## config.mk

```make
export PLATFORM = sky130hd
export DESIGN_NAME = coax_tx_drain
export DESIGN_NICKNAME = d
export VERILOG_FILES = /design/src/rtl/coax_tx_drain.sv
export SDC_FILE = /design/constraint.sdc
export NUM_CORES = 1
export LEC_CHECK = 0
export BUFFER_PORTS_ARGS = -buffer_cell sky130_fd_sc_hd__buf_2
export CORE_MARGIN = 2
export CORE_UTILIZATION = 35
export DETAILED_ROUTE_END_ITERATION = 10
export MAX_ROUTING_LAYER = met4
export SYNTH_ARGS = -nofsm -noshare
export SYNTH_HDL_FRONTEND = slang
export SYNTH_SLANG_ARGS = --single-unit
```

## constraint.sdc

```tcl
create_clock -name clk -period 4.9 [get_ports clk]
set_input_delay 0.245 -clock clk [delete_from_list [all_inputs] [get_ports clk]]
set_output_delay 0.245 -clock clk [all_outputs]
set_load 0.05 [all_outputs]
```

## src/rtl/coax_tx_drain.sv

```systemverilog
// Drains queued 10-bit coax words from coax_buffer into coax_tx as one back-to-back message.
// Reports completion once the line has gone idle; error flags overflow or abort.
module coax_tx_drain #(
  parameter int MAX_WORDS   = 1024,
  parameter int COUNT_WIDTH = 11
) (
  input  logic                   clk,
  input  logic                   reset,
  input  logic                   start,
  input  logic                   abort,
  input  logic [9:0]             buffer_read_data,
  input  logic                   buffer_empty,
  output logic                   buffer_read_strobe,
  output logic [9:0]             tx_data,
  output logic                   tx_load,
  input  logic                   tx_ready,
  input  logic                   tx_active,
  output logic                   busy,
  output logic                   done,
  output logic                   error,
  output logic [COUNT_WIDTH-1:0] word_count
);

  typedef enum logic [2:0] {
    IDLE, READ, WAIT_DATA, OFFER, FLUSH, DONE
  } state_t;

  localparam logic [COUNT_WIDTH-1:0] MAX_CNT = COUNT_WIDTH'(MAX_WORDS);

  state_t                 state_q, state_d;
  logic [COUNT_WIDTH-1:0] count_q, count_d;
  logic [9:0]             data_q, data_d;
  logic                   err_q, err_d;
  logic                   done_q, done_d;

  always_ff @(posedge clk or negedge reset) begin
    if (!reset) begin
      state_q <= IDLE;
      count_q <= '0;
      data_q  <= '0;
      err_q   <= 1'b0;
      done_q  <= 1'b0;
    end else begin
      state_q <= state_d;
      count_q <= count_d;
      data_q  <= data_d;
      err_q   <= err_d;
      done_q  <= done_d;
    end
  end

  always_comb begin
    state_d            = state_q;
    count_d            = count_q;
    data_d             = data_q;
    err_d              = err_q;
    buffer_read_strobe = 1'b0;
    tx_load            = 1'b0;
    case (state_q)
      IDLE: begin
        if (start) begin
          count_d = '0;
          err_d   = 1'b0;
          state_d = buffer_empty ? DONE : READ;
        end
      end
      READ: begin
        // Buffer drained underneath us: finish with whatever was already sent.
        if (buffer_empty) begin
          state_d = FLUSH;
        end else begin
          buffer_read_strobe = 1'b1;
          state_d            = WAIT_DATA;
        end
      end
      WAIT_DATA: begin
        data_d  = buffer_read_data;
        state_d = OFFER;
      end
      OFFER: begin
        if (tx_ready) begin
          tx_load = 1'b1;
          count_d = count_q + 1'b1;
          if (count_d == MAX_CNT && !buffer_empty) begin
            err_d   = 1'b1;
            state_d = FLUSH;
          end else if (!buffer_empty) begin
            state_d = READ;
          end else begin
            state_d = FLUSH;
          end
        end
      end
      FLUSH: begin
        if (!tx_active && tx_ready) state_d = DONE;
      end
      DONE:    state_d = IDLE;
      default: state_d = IDLE;
    endcase

    // Abort overrides everything outside IDLE; a popped-but-unloaded word is dropped.
    if (abort && state_q != IDLE) begin
      state_d            = IDLE;
      err_d              = 1'b1;
      count_d            = count_q;
      data_d             = data_q;
      buffer_read_strobe = 1'b0;
      tx_load            = 1'b0;
    end
  end

  assign done_d     = (state_q == DONE) && !abort;
  assign busy       = (state_q != IDLE);
  assign done       = done_q;
  assign error      = err_q;
  assign tx_data    = data_q;
  assign word_count = count_q;

endmodule

```

## After elaboration in Yosys (flattened, before gate mapping)

Cells that the tools add are included.

| storage, ports and cells | value |
|---|---|
| register bits | 26 |
| input port bits | 17 |
| output and inout bits | 26 |
| logic and storage cells | 57 |

| cells by class | value |
|---|---|
| $add $sub $neg | 1 |
| equality and inequality tests | 12 |
| multiplexer cells | 23 |
| bitwise logic cells | 1 |
| reduce and logical (&&, ||, !) cells | 15 |

Operator list:

| operator | count |
|---|---|
| $mux 3 | 8 |
| $mux 11 | 2 |
| $pmux 11 s2 | 1 |
| $pmux 3 s5 | 1 |
| $ne 3x3->1 const B | 4 |
| $add 11x1->11 const B | 1 |
| $eq 11x11->1 const B | 1 |
| $mux 1 | 10 |
| $reduce_and 4->1 | 2 |
| $eq 3x2->1 const B | 2 |
| $eq 3x3->1 const B | 2 |
| $reduce_bool 3->1 | 2 |
| $logic_and 1x1->1 | 4 |
| $ne 2x2->1 const B | 2 |
| $eq 3x1->1 const B | 1 |
| $logic_not 1->1 | 3 |
| $logic_not 3->1 | 1 |
| $reduce_and 3->1 | 1 |
| $pmux 1 s2 | 1 |
| $reduce_and 2->1 | 1 |
| $reduce_bool 2->1 | 1 |
| $not 1->1 | 1 |

## Logic depth before layout (Yosys ltp)

| depth | value |
|---|---|
| word-level depth | 7 |
| mapped depth | 7 |
| gate-level depth less buffers | 6 |

## Worst setup path before layout

Ideal clock, no wire load.

| timing | value |
|---|---|
| kind | flip-flop to output port |
| from | register state_q[0] |
| to | output port buffer_read_strobe |
| arrival time | 2.254 ns |
| required time | 4.655 ns |
| slack | 2.401 ns |
| stages on the path, launching flop included | 4 |
| buffers on the path | 1 |
| cells stage by stage | dfrtp_1 -> buf_6 -> nor2b_1 -> nor4b_1 |

| on the way | value |
|---|---|
| longest elaborated chain between the ends | 3 |
| elaborated cells between the ends (all ways) | 5 |
| those cells by class | 1 x eq/ne; 2 x mux; 2 x reduce/logical |

RTL lines:

| what | RTL line | source |
|---|---|---|
| start, declared | 30 | `state_t state_q, state_d;` |
| start signal, assigned | 44 | `state_q <= state_d;` |
| $eq 3x1->1 / $reduce_bool 3->1 (equally long branches) | 59, 102 |  |
| $mux 1 / $logic_and 1x1->1 (equally long branches) | 59, 102 |  |
| $mux 1 (*) | 102 | `if (abort && state_q != IDLE) begin` |
| end, declared | 13 | `output logic buffer_read_strobe,` |

Every way passes the cells marked *; elsewhere a longest branch is shown, timed or not.

## Worst setup path after layout

| timing | value |
|---|---|
| from | register state_q[0] |
| to | output port tx_load |

| on the way | value |
|---|---|
| longest elaborated chain between the ends | 3 |
| elaborated cells between the ends (all ways) | 5 |
| those cells by class | 1 x eq/ne; 2 x mux; 2 x reduce/logical |

RTL lines:

| what | RTL line | source |
|---|---|---|
| $eq 3x2->1 / $reduce_bool 3->1 (equally long branches) | 59, 102 |  |
| $mux 1 / $logic_and 1x1->1 (equally long branches) | 59, 102 |  |
| $mux 1 (*) | 102 |  |
| end, declared | 15 | `output logic tx_load,` |

Marked as above.

==> reports/qor.csv <==
metric,value,unit
Post-Synthesis Cell Area,1430,um2
Worst-Skew Late Latency,0.26,ns
DP Wirelength,2460,um
Syn Nets,165,
Least-Margin Pin Slew,0.583,ns
Lkg Pwr,0.817,nW
RSZ-0062 raised after global routing,no,
Filler cells,399,
Startpoint Class,register,
PnR worst setup slack,2.36,ns
Slowest Stage Delay on Critical Path,0.53,ns
H-tree Lvls,1,
Die Y-Extent,68.0,um
Rel. slew slack,0.611,
initial antenna violation count,0,
Final min period,2.54,ns
"worst slack, placed",2.68,ns
Total Routing Usage GR,0.161,
critical path type,reg2out,
maximum VDD drop,0.224,mV
CTS buffer count,3,
worst-case clock buffer depth,2,
first-pass GRT wire length,5510,um
final hold vios,0,
vias post-DR,1284,
clock transition at the registers of the reported paths,0.08,ns
die area,4620,um2
Max Fclk,0.394,GHz
final setup vio count,0,
drt pass-1 iters,4,
DRT iter0 DRCs,79,
layout cell share with drive strength beyond 1,0.344,
area grow syn2layout,19.9,%
CTS tree,built,
WL per Instance,14.4,um
crit path cell chain,"nor2b_1, nand3_1, inv_1, buf_2",
Async SR Flop Fraction,1.00,
Port Buffer Count,42,
Post-Synthesis Cells,147,
Setup TNS Final,0,ns
required time of the worst setup path,4.66,ns
Setup crit end kind,primary output,
critical path's slowest cell,dfrtp_1,
gr ovfl total,0,
pin count of the biggest net entering global routing,27,
Yosys cell types,42,
"Seq/Total Area, Yosys",0.454,
Worst Hold Class,in2reg,
design area,1720,um2
NumNets Final,205,
"Cell Area, Placed",1650,um2
Post-synth EDFFs,0,
PD cells,491,nW/um2
DRT Wirelength,3390,um
Routed Antenna Nets,0,
DRC,0,
PostCTS Resize Cnt,0,
routability cong.,0.840,
main flop type after synthesis,dfrtp_1,
syn avg cell area,9.75,um2
status,"finished, final reports clean",
CP Max Fanout,13,
Final Max Tran Viols,0,
Max-cap violations,0,
Starting Density,0.361,
Num Clock Sinks,26,
CTS Root Cell,clkbuf_8,
vias in the first global route,1235,
n_diodes,0,
vias per cell,5.44,
CP arrival,2.29,ns
Core Area,3970,um2
fin crit share,0.518,
"FF+latch count, synth",26,
Row Count,23,
total power,0.844,mW
Clock Skews,0.00296,ns
Top Ports,43,
die width,68.0,um
synth warn,0,
==> stage by stage <==
stage	hold WS [ns]	instances	utilization
finish	0.208	236	0.433
detailed placement	0.280	231	0.417
floorplan	-0.0506	147	-
global route	0.198	236	0.433
CTS	0.202	236	0.433
global placement	0.275	231	0.417
==> cells by family after synthesis <==
group | count (synthesis) | share of synthesized area
muxes | 10 | 0.0785
xor gates and xnor gates | 2 | 0.0122
and+or+nand+nor | 58 | 0.229
DFF | 26 | 0.454
adders and majority gates | 1 | 0.00872
buffers and inverters | 11 | 0.0445
AOI/OAI and AO/OA | 39 | 0.174
==> report_power, final <==
part           internal (mW)  total, mW  switching [mW]
Sequential             0.269      0.314          0.0453
Combinational          0.114      0.395           0.281
Clock                 0.0717      0.135          0.0630
Total                  0.454      0.844           0.389
==> final timing paths <==
check / startpoint / endpoint / slack (ns) / cells after the start
min: buffer_read_data[4] / tx_data[4] / 0.21 / 2
max reg2reg: state_q[0] / word_count[5] / 2.81 / 6
min in group asynchronous: reset / word_count[6] / 0.54 / 2
max: state_q[0] / tx_load / 2.36 / 4
max in group asynchronous: reset / tx_data[1] / 3.98 / 2
min reg2reg: tx_data[3] / tx_data[3] / 0.51 / 1
==> worst max-delay path: cells and delay by family, from the launching register on <==
family | cells | cell delay [ns]
and+or+nand+nor | 2 | 0.73
DFF | 1 | 0.53
buffers and inverters | 2 | 0.77
==> metal layers <==
layer	up-vias	wire [um]	GRT usage
met5	-	0	-
met4	0	22	0.0625
met3	2	198	0.0263
met2	39	1580	0.260
met1	622	1590	0.202
li1	621	-	-
==> layout make-up <==
| cell class | count | area, um2 | area share |
|---|---|---|---|
| multi-input combinational | 110 | 719 | 0.418 |
| sequential | 26 | 651 | 0.378 |
| timing repair buffer | 43 | 220 | 0.128 |
| tap | 50 | 62.6 | 0.0364 |
| clock buffer | 4 | 55.1 | 0.0320 |
| inverter | 3 | 11.3 | 0.00655 |
==> sequential cells by signal (all words and copies together) (netlist names) <==
register,flops
state_q,3
done,1
tx_data,10
word_count,11
error,1
==> layout by cell type (no fill, tap or decap), drive strengths merged, types with 2 or more instances in the layout <==
cell / count
nor2b: 3
nand4: 4
o31ai: 2
o21ai: 21
mux2: 10
nor3: 3
nand2: 9
or3: 2
buf: 42
nor2: 12
nand2b: 2
xnor2: 2
nand3: 8
and2: 2
o22ai: 2
clkbuf: 4
a21oi: 3
inv: 3
dfrtp: 26
and3: 4
a31oi: 3
or4: 2
==> Yosys cell counts (all sizes together), types with 4 or more instances <==
cell type  number  area [um2]
o21ai          21         105
clkbuf          5        18.8
mux2           10         113
and3            4        27.5
dfrtp          26         651
nand4           4        31.3
nand3           8        45.0
nor2           12        45.0
nand2           9        33.8
==> repair_timing <==
action,CTS,global route
hold endpoints to repair,26,0
buffers inserted,0,0
hold buffers,1,0
endpoints found under the setup margin,0,0
No activity file was read; power rests on OpenSTA's default activity.
